===== src/rtl/vga_timing_pkg.sv =====
// -----------------------------------------------------------------------------
// vga_timing_pkg
// Shared timing constants and types for the 640x480@60 Hz raster generator and
// for the sprite ROM address logic that consumes the raster coordinates.
//   - Default horizontal/vertical timing in pixels/lines.
//   - Derived totals and sync window bounds (start inclusive, end exclusive).
//   - coord_t: the 10-bit pixel/line coordinate type.
//   - in_window(): half-open range test used by the sync decoders.
// -----------------------------------------------------------------------------
package vga_timing_pkg;

  localparam int H_VISIBLE = 640;
  localparam int H_FRONT   = 16;
  localparam int H_SYNC    = 96;
  localparam int H_BACK    = 48;

  localparam int V_VISIBLE = 480;
  localparam int V_FRONT   = 10;
  localparam int V_SYNC    = 2;
  localparam int V_BACK    = 33;

  localparam int H_TOTAL = H_VISIBLE + H_FRONT + H_SYNC + H_BACK;  // 800
  localparam int V_TOTAL = V_VISIBLE + V_FRONT + V_SYNC + V_BACK;  // 525

  localparam int HS_START = H_VISIBLE + H_FRONT;                   // 656
  localparam int HS_END   = HS_START + H_SYNC;                     // 752
  localparam int VS_START = V_VISIBLE + V_FRONT;                   // 490
  localparam int VS_END   = VS_START + V_SYNC;                     // 492

  localparam int FRAME_CNT_W = 16;

  typedef logic [9:0] coord_t;

  // True when lo <= v < hi.
  function automatic logic in_window(input coord_t v, input coord_t lo, input coord_t hi);
    return (v >= lo) && (v < hi);
  endfunction

endpackage


===== src/rtl/vga_timing_gen_if.sv =====
// -----------------------------------------------------------------------------
// vga_timing_gen_if
// Raster bundle produced by vga_timing_gen and consumed by sprite/background
// blocks. All signals are registered on the posedge of vga_clk and aligned.
//   DrawX, DrawY   current pixel column / line
//   blank          1 = visible pixel
//   hsync, vsync   active-low sync pulses
//   frame_start    1-cycle pulse at (0,0)
//   vblank_start   1-cycle pulse at (0,V_VISIBLE)
//   frame_count    completed-frame counter (0 when the counter is not built)
// Modports: master (timing generator), slave (raster consumers).
// -----------------------------------------------------------------------------
interface vga_timing_gen_if;
  import vga_timing_pkg::*;

  coord_t                 DrawX;
  coord_t                 DrawY;
  logic                   blank;
  logic                   hsync;
  logic                   vsync;
  logic                   frame_start;
  logic                   vblank_start;
  logic [FRAME_CNT_W-1:0] frame_count;

  modport master (
    output DrawX, DrawY, blank, hsync, vsync, frame_start, vblank_start, frame_count
  );

  modport slave (
    input  DrawX, DrawY, blank, hsync, vsync, frame_start, vblank_start, frame_count
  );

endinterface


===== src/rtl/vga_axis_counter.sv =====
// -----------------------------------------------------------------------------
// vga_axis_counter
// One raster axis: counts 0..MAX_COUNT while enabled, then wraps to 0.
//   clk         clock, posedge
//   rst_n       asynchronous active-low reset (count -> 0)
//   en          advance this cycle
//   count       registered current value
//   count_next  value count takes at the next posedge (lets the parent decode
//               registered qualifiers with zero skew to the coordinates)
//   tc          terminal count: count == MAX_COUNT
// -----------------------------------------------------------------------------
module vga_axis_counter
  import vga_timing_pkg::*;
#(
  parameter int unsigned MAX_COUNT = 799
) (
  input  logic   clk,
  input  logic   rst_n,
  input  logic   en,
  output coord_t count,
  output coord_t count_next,
  output logic   tc
);

  assign tc = (count == coord_t'(MAX_COUNT));

  // NOTE: every always_comb output gets a default first so no path can leave
  // it unassigned; a missing default here would infer a latch.
  always_comb begin
    count_next = count;
    if (en) begin
      count_next = tc ? '0 : count + coord_t'(1);
    end
  end

  // NOTE: state registers use non-blocking assignment so every flop samples
  // its inputs from before the edge, independent of block ordering.
  always_ff @(posedge clk or negedge rst_n) begin
    if (!rst_n) begin
      count <= '0;
    end else begin
      count <= count_next;
    end
  end

endmodule


===== src/rtl/vga_timing_gen.sv =====
// -----------------------------------------------------------------------------
// vga_timing_gen
// 640x480@60 Hz raster generator on the 25 MHz pixel clock. A horizontal and a
// vertical vga_axis_counter produce DrawX/DrawY; blank, hsync, vsync,
// frame_start and vblank_start are decoded from the counters' next-state
// values and registered, so they line up exactly with the coordinates shown
// in the same cycle. Nothing combinational reaches the outputs except reset.
//   vga_clk   pixel clock, all logic on posedge
//   reset_n   asynchronous active-low reset; outputs return to position (0,0)
//   vga       vga_timing_gen_if.master raster bundle
// Build option:
//   VGA_FRAME_CNT_EN  defined: frame_count counts completed frames (mod 2^16),
//                     incrementing on the (H_TOTAL-1,V_TOTAL-1)->(0,0) wrap.
//                     undefined: frame_count is tied to zero, no register.
// -----------------------------------------------------------------------------
module vga_timing_gen #(
  parameter int H_VISIBLE = vga_timing_pkg::H_VISIBLE,
  parameter int H_FRONT   = vga_timing_pkg::H_FRONT,
  parameter int H_SYNC    = vga_timing_pkg::H_SYNC,
  parameter int H_BACK    = vga_timing_pkg::H_BACK,
  parameter int V_VISIBLE = vga_timing_pkg::V_VISIBLE,
  parameter int V_FRONT   = vga_timing_pkg::V_FRONT,
  parameter int V_SYNC    = vga_timing_pkg::V_SYNC,
  parameter int V_BACK    = vga_timing_pkg::V_BACK
) (
  input  logic             vga_clk,
  input  logic             reset_n,
  vga_timing_gen_if.master vga
);

  localparam int H_TOTAL  = H_VISIBLE + H_FRONT + H_SYNC + H_BACK;
  localparam int V_TOTAL  = V_VISIBLE + V_FRONT + V_SYNC + V_BACK;
  localparam int HS_START = H_VISIBLE + H_FRONT;
  localparam int HS_END   = HS_START + H_SYNC;
  localparam int VS_START = V_VISIBLE + V_FRONT;
  localparam int VS_END   = VS_START + V_SYNC;

  vga_timing_pkg::coord_t x_q, x_d;
  vga_timing_pkg::coord_t y_q, y_d;
  logic                   h_tc, v_tc;
  logic                   frame_wrap;

  vga_axis_counter #(.MAX_COUNT(H_TOTAL - 1)) u_h_cnt (
    .clk        (vga_clk),
    .rst_n      (reset_n),
    .en         (1'b1),
    .count      (x_q),
    .count_next (x_d),
    .tc         (h_tc)
  );

  vga_axis_counter #(.MAX_COUNT(V_TOTAL - 1)) u_v_cnt (
    .clk        (vga_clk),
    .rst_n      (reset_n),
    .en         (h_tc),
    .count      (y_q),
    .count_next (y_d),
    .tc         (v_tc)
  );

  // Last pixel of the frame: the next edge moves both counters to (0,0).
  assign frame_wrap = h_tc & v_tc;

  // Qualifiers for the position the counters will hold after the next edge.
  logic blank_d, hsync_d, vsync_d, vblank_start_d;

  always_comb begin
    blank_d        = (x_d < vga_timing_pkg::coord_t'(H_VISIBLE)) &&
                     (y_d < vga_timing_pkg::coord_t'(V_VISIBLE));
    hsync_d        = !vga_timing_pkg::in_window(x_d,
                        vga_timing_pkg::coord_t'(HS_START),
                        vga_timing_pkg::coord_t'(HS_END));
    vsync_d        = !vga_timing_pkg::in_window(y_d,
                        vga_timing_pkg::coord_t'(VS_START),
                        vga_timing_pkg::coord_t'(VS_END));
    vblank_start_d = (x_d == '0) && (y_d == vga_timing_pkg::coord_t'(V_VISIBLE));
  end

  logic blank_q, hsync_q, vsync_q, frame_start_q, vblank_start_q;

  // NOTE: reset values describe position (0,0) so the outputs stay mutually
  // consistent while reset is held: visible, syncs idle, frame_start high.
  always_ff @(posedge vga_clk or negedge reset_n) begin
    if (!reset_n) begin
      blank_q        <= 1'b1;
      hsync_q        <= 1'b1;
      vsync_q        <= 1'b1;
      frame_start_q  <= 1'b1;
      vblank_start_q <= 1'b0;
    end else begin
      blank_q        <= blank_d;
      hsync_q        <= hsync_d;
      vsync_q        <= vsync_d;
      frame_start_q  <= frame_wrap;
      vblank_start_q <= vblank_start_d;
    end
  end

  assign vga.DrawX        = x_q;
  assign vga.DrawY        = y_q;
  assign vga.blank        = blank_q;
  assign vga.hsync        = hsync_q;
  assign vga.vsync        = vsync_q;
  assign vga.frame_start  = frame_start_q;
  assign vga.vblank_start = vblank_start_q;

`ifdef VGA_FRAME_CNT_EN
  logic [vga_timing_pkg::FRAME_CNT_W-1:0] frame_cnt_q;

  // Assigned only on the wrap so the value is held between frame boundaries.
  always_ff @(posedge vga_clk or negedge reset_n) begin
    if (!reset_n) begin
      frame_cnt_q <= '0;
    end else if (frame_wrap) begin
      frame_cnt_q <= frame_cnt_q + 1'b1;
    end
  end

  assign vga.frame_count = frame_cnt_q;
`else
  assign vga.frame_count = '0;
`endif

endmodule

===== src/flat_wrapper.sv =====
// flat-port wrapper written by rule: the top's interface ports become plain ports
module vga_timing_gen_flat 
#(
  parameter int H_VISIBLE = vga_timing_pkg::H_VISIBLE,
  parameter int H_FRONT   = vga_timing_pkg::H_FRONT,
  parameter int H_SYNC    = vga_timing_pkg::H_SYNC,
  parameter int H_BACK    = vga_timing_pkg::H_BACK,
  parameter int V_VISIBLE = vga_timing_pkg::V_VISIBLE,
  parameter int V_FRONT   = vga_timing_pkg::V_FRONT,
  parameter int V_SYNC    = vga_timing_pkg::V_SYNC,
  parameter int V_BACK    = vga_timing_pkg::V_BACK
)
  (vga_clk, reset_n, vga_DrawX, vga_DrawY, vga_blank, vga_hsync, vga_vsync, vga_frame_start, vga_vblank_start, vga_frame_count);
  vga_timing_gen_if vga_i ();
  input  logic vga_clk;
  input  logic reset_n;
  output wire logic [$bits(vga_i.DrawX)-1:0] vga_DrawX;
  output wire logic [$bits(vga_i.DrawY)-1:0] vga_DrawY;
  output wire logic [$bits(vga_i.blank)-1:0] vga_blank;
  output wire logic [$bits(vga_i.hsync)-1:0] vga_hsync;
  output wire logic [$bits(vga_i.vsync)-1:0] vga_vsync;
  output wire logic [$bits(vga_i.frame_start)-1:0] vga_frame_start;
  output wire logic [$bits(vga_i.vblank_start)-1:0] vga_vblank_start;
  output wire logic [$bits(vga_i.frame_count)-1:0] vga_frame_count;
  assign vga_DrawX = vga_i.DrawX;
  assign vga_DrawY = vga_i.DrawY;
  assign vga_blank = vga_i.blank;
  assign vga_hsync = vga_i.hsync;
  assign vga_vsync = vga_i.vsync;
  assign vga_frame_start = vga_i.frame_start;
  assign vga_vblank_start = vga_i.vblank_start;
  assign vga_frame_count = vga_i.frame_count;
  vga_timing_gen #(.H_VISIBLE(H_VISIBLE), .H_FRONT(H_FRONT), .H_SYNC(H_SYNC), .H_BACK(H_BACK), .V_VISIBLE(V_VISIBLE), .V_FRONT(V_FRONT), .V_SYNC(V_SYNC), .V_BACK(V_BACK)) u_core (.vga_clk(vga_clk), .reset_n(reset_n), .vga(vga_i));
endmodule

===== config.mk =====
export PLATFORM = sky130hd
export DESIGN_NAME = vga_timing_gen_flat
export DESIGN_NICKNAME = d
export VERILOG_FILES = /design/src/rtl/vga_timing_pkg.sv /design/src/rtl/vga_timing_gen_if.sv /design/src/rtl/vga_axis_counter.sv /design/src/rtl/vga_timing_gen.sv /design/src/flat_wrapper.sv
export SDC_FILE = /design/constraint.sdc
export NUM_CORES = 1
export LEC_CHECK = 0
export BUFFER_PORTS_ARGS = -buffer_cell sky130_fd_sc_hd__buf_2
export CORE_MARGIN = 2
export CORE_UTILIZATION = 30
export CTS_CLUSTER_SIZE = 10
export DETAILED_ROUTE_END_ITERATION = 7
export PLACE_DENSITY = 0.57
export SYNTH_ARGS = -nofsm -noshare
export SYNTH_HDL_FRONTEND = slang
export SYNTH_SLANG_ARGS = --single-unit

===== constraint.sdc =====
create_clock -name vga_clk -period 6.6 [get_ports vga_clk]
set_input_delay 0.66 -clock vga_clk [delete_from_list [all_inputs] [get_ports vga_clk]]
set_output_delay 0.66 -clock vga_clk [all_outputs]
set_load 0.03 [all_outputs]

==> results of run 1 <==
-- cells by family (layout without fill, tap and decap cells) --
kind of cell | after synthesis | after routing
simple gates | 71 | 71
compound gates | 35 | 35
buf+inv | 32 | 37
flops | 25 | 25
xor+xnor | 11 | 11
fa+ha+maj | 4 | 4
other cells | 1 | 16
mux | 1 | 1
-- cell usage in the layout (no fill, tap or decap), types with 3 or more instances in the layout --
cell type and count:
sky130_fd_sc_hd__a21oi_1 4, sky130_fd_sc_hd__dfrtp_1 21, sky130_fd_sc_hd__and3_1 3, sky130_fd_sc_hd__dfstp_2 4
sky130_fd_sc_hd__xor2_1 8, sky130_fd_sc_hd__o31ai_1 4, sky130_fd_sc_hd__ha_1 4, sky130_fd_sc_hd__xnor2_1 3
sky130_fd_sc_hd__nand4_1 3, sky130_fd_sc_hd__nand3_1 11, sky130_fd_sc_hd__inv_1 7, sky130_fd_sc_hd__clkbuf_8 3
sky130_fd_sc_hd__nand2_1 17, sky130_fd_sc_hd__or4_1 3, sky130_fd_sc_hd__o21ai_0 15, sky130_fd_sc_hd__nor3_1 4
sky130_fd_sc_hd__nor2_1 13, sky130_fd_sc_hd__buf_2 26, sky130_fd_sc_hd__conb_1 16
-- layer usage --
| layer | vias up | wire [um] | share of wire, % |
|---|---|---|---|
| met5 | - | 0 | 0 |
| met4 | 0 | 75 | 2.1 |
| met3 | 6 | 236 | 6.6 |
| met2 | 59 | 1710 | 48 |
| met1 | 595 | 1530 | 43 |
| li1 | 647 | - | - |
-- cell type report --
cell class              instances  area [um^2]  share of cell area (%)
clock inverters                 1         5.00                   0.278
multi-input cells             138          877                    48.7
repair buffers                 26          130                    7.23
clock buffers                   3         41.3                    2.29
well taps                      72         90.1                    5.00
inverters                       7         26.3                    1.46
flip-flops and latches         25          631                    35.0
-- worst paths after layout --
| path | start | end | slack [ns] | depth (start not counted) |
|---|---|---|---|---|
| worst max-delay path | u_core.u_h_cnt.count[0] | u_core.vga.vsync | 4.00 | 7 |
| worst min-delay path | reset_n | u_core.u_v_cnt.count[5] | 0.36 | 1 |
| worst max register to register | u_core.u_h_cnt.count[0] | u_core.vga.vsync | 4.00 | 7 |
| worst min register to register | u_core.u_h_cnt.count[0] | u_core.u_h_cnt.count[0] | 0.56 | 1 |
| max in group asynchronous | reset_n | u_core.vga.hsync | 5.86 | 1 |
| min in group vga_clk | u_core.u_h_cnt.count[0] | u_core.u_h_cnt.count[0] | 0.56 | 1 |
-- power breakdown --
group          switching (uW)  leakage [uW]  internal (uW)  total, uW
clock network            53.8     0.0000255           42.5       96.3
logic                    14.8      0.000449          0.212       15.0
registers                   0      0.000321            153        153
-- cell usage after synthesis (2+ instances only) --
| cell type | count | area, um^2 |
|---|---|---|
| sky130_fd_sc_hd__a21boi_0 | 2 | 15.0 |
| sky130_fd_sc_hd__nand4_1 | 3 | 18.8 |
| sky130_fd_sc_hd__nand3_1 | 11 | 55.1 |
| sky130_fd_sc_hd__nand2_1 | 17 | 63.8 |
| sky130_fd_sc_hd__nor4_1 | 2 | 12.5 |
| sky130_fd_sc_hd__a31oi_1 | 2 | 12.5 |
| sky130_fd_sc_hd__o21ai_0 | 15 | 75.1 |
| sky130_fd_sc_hd__clkbuf_1 | 3 | 11.3 |
| sky130_fd_sc_hd__or4_1 | 3 | 22.5 |
| sky130_fd_sc_hd__a22o_1 | 2 | 17.5 |
| sky130_fd_sc_hd__buf_6 | 2 | 22.5 |
| sky130_fd_sc_hd__o31ai_1 | 4 | 30.0 |
| sky130_fd_sc_hd__a21oi_1 | 4 | 20.0 |
| sky130_fd_sc_hd__ha_1 | 4 | 50.1 |
| sky130_fd_sc_hd__inv_1 | 7 | 26.3 |
| sky130_fd_sc_hd__nor2_1 | 13 | 48.8 |
| sky130_fd_sc_hd__and3_1 | 3 | 18.8 |
| sky130_fd_sc_hd__xnor2_1 | 3 | 26.3 |
| sky130_fd_sc_hd__or3_1 | 2 | 12.5 |
| sky130_fd_sc_hd__dfrtp_1 | 21 | 526 |
| sky130_fd_sc_hd__xor2_1 | 8 | 70.1 |
| sky130_fd_sc_hd__nor4bb_1 | 2 | 20.0 |
| sky130_fd_sc_hd__a211o_1 | 2 | 17.5 |
| sky130_fd_sc_hd__buf_4 | 17 | 128 |
| sky130_fd_sc_hd__nor3_1 | 4 | 20.0 |
| sky130_fd_sc_hd__dfstp_2 | 4 | 105 |
-- per-stage QoR --
| stage | utilization [%] | power (uW) | cell area, um^2 | cells | hold WS, ns |
|---|---|---|---|---|---|
| floorplan | - | 175 | 1710 | 195 | 0.364 |
| global placement | 32.5 | 171 | 1750 | 268 | 0.539 |
| detailed placement | 32.5 | 171 | 1750 | 268 | 0.552 |
| CTS | 33.3 | 266 | 1800 | 272 | 0.386 |
| global route | 33.3 | 275 | 1800 | 272 | 0.417 |
| finish | 33.3 | 264 | 1800 | 272 | 0.360 |
-- sequential cells by signal (all words and copies together), names as in the netlist --
name                     count
u_core.vga.vblank_start      1
u_core.vga.blank             1
u_core.vga.vsync             1
u_core.vga.frame_start       1
u_core.u_h_cnt.count        10
u_core.vga.hsync             1
u_core.u_v_cnt.count        10
==> flow_summary.yaml, run 1 <==
run_status:
  outcome: "completed"
floorplan:
  die_extent_in_x_um: 78.3
  die_area_um2: 6130
  start_util_pct: 30.6
  i_o_pin_total: 43
  die_height_um: 78.3
  core_area_um2: 5410
  fp-row-count: 27
worst_setup_path:
  criticalPathCategory: "flip-flop to flip-flop"
  critPathArrivalTime_ns: 2.80
  cp.buffers_inverters: 0
  cpPeakStageDelay_ns: 0.52
  cp-start-kind: "flip-flop"
  critical-path-top-delay-family: "simple AND/OR/NAND/NOR gates"
  critical_path_required_ns: 6.80
  crit_path_top_delay_cell: "sky130_fd_sc_hd__or4_1"
  cp_cell_sequence: "ha_1, nand4_4, nor3_4, nand3_1, xor2_1, or3_4, or4_1"
  critPathMaxFanout: 10
  setup.worst_path.end_class: "flip-flop"
final_layout:
  diodes: 0
  layout_cells_sized_above_1_pct: 21.0
  final_nets: 207
  final.fill_count: 575
  flow.area_growth_from_synthesis_pct: 8.69
synth:
  post_synth.cell_area_avg_um2: 9.20
  postSynthCellCount: 180
  synthesis.area_um2: 1660
  synth-main-ff-cell: "sky130_fd_sc_hd__dfrtp_1"
  synth_edf_count: 0
  synth_fa_ha_area_share_pct: 3.02
  complex_gate_fraction_of_the_synthesized_area_pct: 13.2
  synth_xor_area_share_pct: 5.82
  synth.area.mux_share_pct: 0.680
  synth_warnings: 0
  ys_seq_area_share_pct: 38.1
  synth_cell_type_count: 46
  async_flop_share_pct: 100
  synth_top_family_by_area: "simple AND/OR/NAND/NOR gates"
  postSynthRegisterBits: 25
  yosys.area_share.simple_pct: 26.6
place:
  dpl.hpwl_um: 2620
  io_buffers: 26
  dp_worst_setup_slack_ns: 4.00
  gp_congestion: 0.856
clock_tree:
  cts_buffer_depth: 2
  clkLatencyLatePin_ns: 0.28
  number_of_buffers_created_by_cts: 3
  cts-resized-gates: 0
  clock-sinks: 25
  hold_buffer_count_at_cts: 0
  cts_setup_buffers: 0
  clk_transition_reported_paths_ns: 0.10
  h-tree-depth: 1
  clock_tree_from_tritoncts: "done"
  root_buffer: "sky130_fd_sc_hd__clkbuf_8"
sta:
  maxClockFrequency_mhz: 385
  slew_at_the_pin_closest_to_its_max_slew_limit_ns: 0.750
  setup_ws_ns: 4.00
  slew_viol_final: 0
  endpoints_failing_hold: 0
  setup_tns_ns: 0
  fin_crit_period_ns: 2.60
  finalCritPeriodShare_pct: 39.3
  report.final.setup_viol: 0
  worst_slew_margin_rel_pct: 49.6
  rsz0062_at_grt: "no"
  final.setup_skew_ns: 0.00744
drt:
  drc_violation_total_after_the_first_tritonroute_iteration: 207
  drt_pass1_iterations: 4
  drt-total-wl_um: 3560
  vias_after_detailed_routing: 1307
  wl_per_cell_um: 13.1
  drtAntennaViolNets: 0
  detail_route.vias_per_cell: 4.81
  drcViolationCount: 0
power:
  cellPowerDensity_nw_per_um2: 147
  highest_ir_drop_seen_on_vdd_mv: 0.0719
  power_leakage_uw: 0.000796
grt:
  track_usage_pct: 12.3
  largest_net_degree_at_the_start_of_global_routing: 26
  first_global_vias: 1237
  globalRoute.totalOverflow: 0
  number_of_antenna_violations_at_the_first_check_in_global_routing: 0
  met1_usage_pct: 15.6
  grtUsageMet3_pct: 2.30
  most_used_layer_global_route: "met2"
  grt_pass1_wl_um: 5970
  grtUsageMet2_pct: 20.0
hold_path:
  min-delay-path-class: "input pin to async pin"
job:
  maxCapViolations: 0
No activity file was read; power rests on OpenSTA's default activity.
==> run 2, diff against run 1 <==
Settings changed: ABC_AREA set to 1, PLACE_DENSITY 0.57 to 0.59.
Clock period 6.6 ns to 2.13 ns, I/O delays scaled along.
==> run 2 against run 1 <==
Die area down 0.50%. Register-to-register slack worse by 3.8 ns. Non-clock buffer count up 8. Sequential share of layout area down 1.8 points. Critical path depth up 5. Design area up 5.5%. Clock power rose to 3.0 times the previous value. Hold slack better by 0.12 ns. Combinational power rose to 3.2 times the previous value. Clock skew down 0.0040 ns. Critical endpoint is now u_core.vga.vblank_start.
==> flow_summary.yaml, run 2 <==
synth:
  synthTopCellsByArea: "sky130_fd_sc_hd__dfrtp_1 32%, sky130_fd_sc_hd__nand2_1 15%, sky130_fd_sc_hd__inv_1 9.8%"
  ys_seq_area_share_pct: 38.3
  synth.largest_area_cell: "sky130_fd_sc_hd__dfrtp_1"
  async_flop_share_pct: 100
  yosys-top-cells-count: "66 x sky130_fd_sc_hd__nand2_1, 43 x sky130_fd_sc_hd__inv_1, 30 x sky130_fd_sc_hd__nor2_1"
  synthesis.area_um2: 1650
  yosysMostFrequentCell: "sky130_fd_sc_hd__nand2_1"
  post_synth.cell_area_avg_um2: 6.95
  synth-main-ff-cell: "sky130_fd_sc_hd__dfrtp_1"
  synth_cell_type_count: 24
  synth_edf_count: 0
  synth_warnings: 0
  postSynthRegisterBits: 25
  postSynthCellCount: 237
  synth_largest_type_area_fraction_pct: 31.9
sta:
  finalCritPeriodShare_pct: 89.7
  worst_slew_margin_rel_pct: 61.2
  rsz0062_at_grt: "no"
  final.setup_skew_ns: 0.00339
  slew_at_the_pin_closest_to_its_max_slew_limit_ns: 0.583
  report.final.setup_viol: 0
  fin_crit_period_ns: 1.91
  slew_viol_final: 0
  fin_hold_ws_ns: 0.476
  maxClockFrequency_mhz: 523
  endpoints_failing_hold: 0
  setup_ws_ns: 0.219
  setup_tns_ns: 0
final_layout:
  multiInputGateArea_um2: 781
  area.sequential_um2: 632
  layout_top_registers: "u_core.u_h_cnt.count: 10 flops, u_core.u_v_cnt.count: 10 flops"
  diodes: 0
  layout_cells_sized_above_1_pct: 19.0
  flow.area_growth_from_synthesis_pct: 15.3
  final_nets: 280
  commonest_non_fill_non_tap_cell_in_the_layout: "sky130_fd_sc_hd__nand2_1"
  mostFrequentLayoutCells: "66 x sky130_fd_sc_hd__nand2_1, 43 x sky130_fd_sc_hd__inv_1, 30 x sky130_fd_sc_hd__nor2_1"
  final.fill_count: 564
worst_setup_path:
  r2r_slack_ns: 0.22
  critical_path_required_ns: 2.34
  cp-start-kind: "flip-flop"
  critPathArrivalTime_ns: 2.12
  reg_to_reg_critical_path_endpoint: "u_core.vga.vblank_start"
  worstReg2RegStart: "u_core.u_h_cnt.count[1]"
  critPathMaxFanout: 7
  reg2regPathDepth: 12
  criticalPathCategory: "flip-flop to flip-flop"
  setup.worst_path.end_class: "flip-flop"
clock_tree:
  clkLatencyLatePin_ns: 0.27
  clock_tree_from_tritoncts: "done"
  cts_buffer_depth: 2
  clock-sinks: 25
  number_of_buffers_created_by_cts: 3
  root_buffer: "sky130_fd_sc_hd__clkbuf_8"
  clk_transition_reported_paths_ns: 0.09
  h-tree-depth: 1
drt:
  wl_per_cell_um: 11.2
  drt-total-wl_um: 3840
  vias_after_detailed_routing: 1513
  drtAntennaViolNets: 0
  drcViolationCount: 0
  drt_pass1_iterations: 4
  detail_route.vias_per_cell: 4.41
  drc_violation_total_after_the_first_tritonroute_iteration: 82
grt:
  largest_net_degree_at_the_start_of_global_routing: 26
  number_of_antenna_violations_at_the_first_check_in_global_routing: 0
  globalRoute.totalOverflow: 0
  track_usage_pct: 12.8
  grt_pass1_wl_um: 6220
  first_global_vias: 1374
run_status:
  outcome: "completed"
power:
  highest_ir_drop_seen_on_vdd_mv: 0.191
  power_leakage_uw: 0.00110
  power.total_uw: 814
  cellPowerDensity_nw_per_um2: 429
floorplan:
  fp-row-count: 26
  die_height_um: 78.1
  core_area_um2: 5200
  start_util_pct: 31.7
  die_area_um2: 6100
  die_extent_in_x_um: 78.1
  i_o_pin_total: 43
place:
  gp_congestion: 0.915
  dp_worst_setup_slack_ns: 0.104
  io_buffers: 26
  dpl.hpwl_um: 2940
hold_path:
  min-delay-path-class: "input pin to async pin"
job:
  maxCapViolations: 0
[run 2: changes by cell type in the layout (fill, tap and decap cells not counted), moves of 4 or more]
| cell | before | now |
|---|---|---|
| sky130_fd_sc_hd__nor2_1 | 13 | 30 |
| sky130_fd_sc_hd__xor2_1 | 8 | 2 |
| sky130_fd_sc_hd__nand2_1 | 17 | 66 |
| sky130_fd_sc_hd__inv_1 | 7 | 43 |
| sky130_fd_sc_hd__nand3_1 | 11 | 20 |
| sky130_fd_sc_hd__o31ai_1 | 4 | 0 |
| sky130_fd_sc_hd__o21ai_0 | 15 | 3 |
| sky130_fd_sc_hd__nand4_1 | 3 | 7 |
| sky130_fd_sc_hd__buf_4 | 0 | 7 |
| sky130_fd_sc_hd__nand2_2 | 0 | 5 |
[run 2: stage by stage]
stage / util (%) / std cells / instance area, um^2
3_5_place_dp: 34.5 / 332 / 1800
4_1_cts: 35.6 / 337 / 1850
3_3_place_gp: 34.5 / 332 / 1800
2_1_floorplan: - / 252 / 1700
6_report: 36.5 / 343 / 1900
5_1_grt: 36.5 / 343 / 1900
[run 2: cell families after synthesis]
logic type / synth area share (%)
compound gates: 2.43
xor+xnor: 1.06
fa+ha+maj: 3.04
buf+inv: 17.8
flops: 38.3
other cells: 0.228
simple gates: 37.2
[run 2: area by class of cell]
| type | instances | share of cell area [%] |
|---|---|---|
| Sequential cell | 25 | 33.3 |
| Tap cell | 70 | 4.61 |
| Multi-Input combinational cell | 167 | 41.1 |
| Clock buffer | 4 | 2.37 |
| Inverter | 43 | 8.50 |
| Timing Repair Buffer | 34 | 10.1 |
[run 2: routing by layer]
| layer | part of all wire [%] | vias to the layer above | wire length [um] | track usage (%) |
|---|---|---|---|---|
| li1 | - | 766 | - | - |
| met1 | 49 | 695 | 1890 | 17.8 |
| met2 | 45 | 47 | 1710 | 19.7 |
| met3 | 4.7 | 5 | 179 | 2.18 |
| met4 | 1.5 | 0 | 58 | 4.91 |
| met5 | 0 | - | 0 | 0 |
[run 2: power by group]
group          internal (uW)  switching (uW)
Combinational           1.85            46.5
Clock                    134             157
Sequential               475               0
[run 2: worst max path at each step]
stage | startpoint | to | slack [ns] | cells past startpoint
floorplan | u_core.u_h_cnt.count[0] | u_core.vga.vsync | 0.24 | 11
global placement | u_core.u_h_cnt.count[1] | u_core.vga.vsync | 0.13 | 12
detailed placement | u_core.u_h_cnt.count[1] | u_core.vga.vsync | 0.10 | 12
CTS | u_core.u_h_cnt.count[1] | u_core.vga.vsync | 0.08 | 12
global route | u_core.u_h_cnt.count[1] | u_core.vga.vsync | 0.01 | 12
finish | u_core.u_h_cnt.count[1] | u_core.vga.vblank_start | 0.22 | 12
[run 2: worst max-delay path, stage by stage, from the launching register on]
cell and delay (ns):
sky130_fd_sc_hd__dfrtp_2 0.41, sky130_fd_sc_hd__ha_1 0.23, sky130_fd_sc_hd__nand2_2 0.07, sky130_fd_sc_hd__nor2_2 0.12, sky130_fd_sc_hd__nand2_2 0.09, sky130_fd_sc_hd__nor2_4 0.19
sky130_fd_sc_hd__buf_4 0.17, sky130_fd_sc_hd__nand2_1 0.05, sky130_fd_sc_hd__nand2_1 0.11, sky130_fd_sc_hd__nand3_1 0.08, sky130_fd_sc_hd__nor2_1 0.10, sky130_fd_sc_hd__nand3_1 0.11
sky130_fd_sc_hd__nor2_1 0.11
[run 2: what timing repair did]
| item | CTS | global route |
|---|---|---|
| resized for setup | 0 | 1 |
| hold buffers | 1 | 0 |
| buffers inserted | 0 | 6 |
| hold endpoints to repair | 21 | 0 |
| setup endpoints to repair | 0 | 3 |
==> run 3, diff against run 2 <==
Settings changed: CORE_MARGIN 2 to unset.
==> run 3 against run 2 <==
Cell count up 0.29%. Design area up 0.46%. Critical path depth up 1. Clock skew down 0.0012 ns. Sequential power about the same. Power about the same. Clock power about the same. Register-to-register slack worse by 0.05 ns. Combinational power down 0.8%. Critical path type unchanged. Largest power group unchanged.
==> flow_summary.yaml, run 3 (synthesized netlist as in run 2, its figures left out) <==
run_status:
  outcome: "completed"
clock_tree:
  clk_transition_reported_paths_ns: 0.09
  clock-sinks: 25
  clock_tree_from_tritoncts: "done"
  h-tree-depth: 1
  number_of_buffers_created_by_cts: 3
  root_buffer: "sky130_fd_sc_hd__clkbuf_8"
  clkLatencyLatePin_ns: 0.27
  cts_buffer_depth: 2
floorplan:
  core_area_um2: 5200
  fp-row-count: 26
  i_o_pin_total: 43
  die_area_um2: 5790
  die_height_um: 76.1
  die_extent_in_x_um: 76.1
  start_util_pct: 31.7
sta:
  final.setup_skew_ns: 0.00219
  report.final.setup_viol: 0
  fin_hold_ws_ns: 0.458
  fin_crit_period_ns: 1.96
  worst_slew_margin_rel_pct: 62.0
  endpoints_failing_hold: 0
  maxClockFrequency_mhz: 509
  rsz0062_at_grt: "no"
  finalCritPeriodShare_pct: 92.3
  setup_tns_ns: 0
  slew_at_the_pin_closest_to_its_max_slew_limit_ns: 0.570
  slew_viol_final: 0
worst_setup_path:
  crit_path_top_delay_cell: "sky130_fd_sc_hd__dfrtp_1"
  cpMostUsedCell: "sky130_fd_sc_hd__nand2_2"
  cp_cell_sequence: "ha_2, nand2_2, nor2_2, nand2_2, nor2_4, buf_4, buf_4, nand2_2, nand2_2, nand3_1, nor2_1, nand3_1, nor2_1"
  cp-start-kind: "flip-flop"
  critPathArrivalTime_ns: 2.17
  critical_path_required_ns: 2.34
  setup.worst_path.end_class: "flip-flop"
  critPathMaxFanout: 6
  criticalPathCategory: "flip-flop to flip-flop"
  cpPeakStageDelay_ns: 0.43
drt:
  drc_violation_total_after_the_first_tritonroute_iteration: 74
  wl_per_cell_um: 11.2
  detail_route.vias_per_cell: 4.43
  drcViolationCount: 0
  drt_pass1_iterations: 4
  drtAntennaViolNets: 0
  drt-total-wl_um: 3860
  vias_after_detailed_routing: 1524
final_layout:
  multiInputGateArea_um2: 790
  mostFrequentLayoutCells: "66 x sky130_fd_sc_hd__nand2_1, 43 x sky130_fd_sc_hd__inv_1, 30 x sky130_fd_sc_hd__nor2_1"
  area.sequential_um2: 631
  final_nets: 281
  flow.area_growth_from_synthesis_pct: 15.8
  layout.cell_area.non_filler_um2: 1910
  diodes: 0
  commonest_non_fill_non_tap_cell_in_the_layout: "sky130_fd_sc_hd__nand2_1"
  layout_cells_sized_above_1_pct: 19.7
  layout_top_registers: "u_core.u_h_cnt.count: 10 flops, u_core.u_v_cnt.count: 10 flops"
  final.fill_count: 567
grt:
  largest_net_degree_at_the_start_of_global_routing: 26
  number_of_antenna_violations_at_the_first_check_in_global_routing: 0
  first_global_vias: 1407
  grt_pass1_wl_um: 6350
  globalRoute.totalOverflow: 0
  track_usage_pct: 13.6
hold_path:
  min-delay-path-class: "input pin to async pin"
power:
  cellPowerDensity_nw_per_um2: 427
  power_leakage_uw: 0.00111
  highest_ir_drop_seen_on_vdd_mv: 0.212
place:
  dpl.hpwl_um: 2810
  gp_congestion: 0.932
  placement.cell_area_um2: 1800
  io_buffers: 26
job:
  maxCapViolations: 0
[run 3: cell count changes in the layout (fill, tap and decap cells not counted), sizes merged]
cell,previous run,this run
clkbuf,4,3
nor2,33,34
clkinv,0,1
[run 3: report_power, final]
group / internal, uW / switching, uW / leakage, uW / total, uW
Sequential: 475 / 0 / 0.000321 / 475
Combinational: 1.84 / 46.1 / 0.000761 / 48.0
Clock: 131 / 161 / 0.0000255 / 292
Total: 608 / 207 / 0.00111 / 815
[run 3: worst paths after layout]
kind / from / to / slack, ns / cells past startpoint
min: reset_n / u_core.u_h_cnt.count[2] / 0.46 / 2
max reg2reg: u_core.u_h_cnt.count[1] / u_core.vga.vblank_start / 0.17 / 13
min in group vga_clk: u_core.u_h_cnt.count[0] / u_core.u_h_cnt.count[1] / 0.55 / 1
max in group asynchronous: reset_n / u_core.vga.frame_start / 1.30 / 2
max: u_core.u_h_cnt.count[1] / u_core.vga.vblank_start / 0.17 / 13
min reg2reg: u_core.u_h_cnt.count[0] / u_core.u_h_cnt.count[1] / 0.55 / 1
[run 3: final cells by class]
type | count | share of cell area, %
multi-input cells | 168 | 41.4
repair buffers | 34 | 10.1
well taps | 70 | 4.59
clock buffers | 3 | 2.16
clock inverters | 1 | 0.262
flip-flops and latches | 25 | 33.0
inverters | 43 | 8.46
[run 3: through the flow]
stage	setup slack, ns	instances	total power [uW]	util, %
floorplan	0.242	252	543	-
CTS	0.0884	337	832	35.6
global placement	0.126	332	531	34.5
global route	0.000200	344	859	36.7
finish	0.165	344	815	36.7
detailed placement	0.118	332	531	34.5
[run 3: per-layer routing]
layer	vias up	wire length, um	track usage, %
li1	770	-	-
met1	688	1850	18.6
met4	0	77	5.96
met3	6	192	1.68
met5	-	0	0
met2	60	1730	21.5
[run 3: repair_timing]
item                       4_1_cts  5_1_grt
hold endpoints to repair        21        0
setup buffers                    0        6
hold buffers                     1        0
resized for setup                0        1
setup endpoints to repair        0        3
[run 3: critical path: cells and delay by family (launching register included)]
family        cells  cell delay (ns)
fa+ha+maj         1             0.24
buf+inv           2             0.24
flops             1             0.43
simple gates     10             0.98
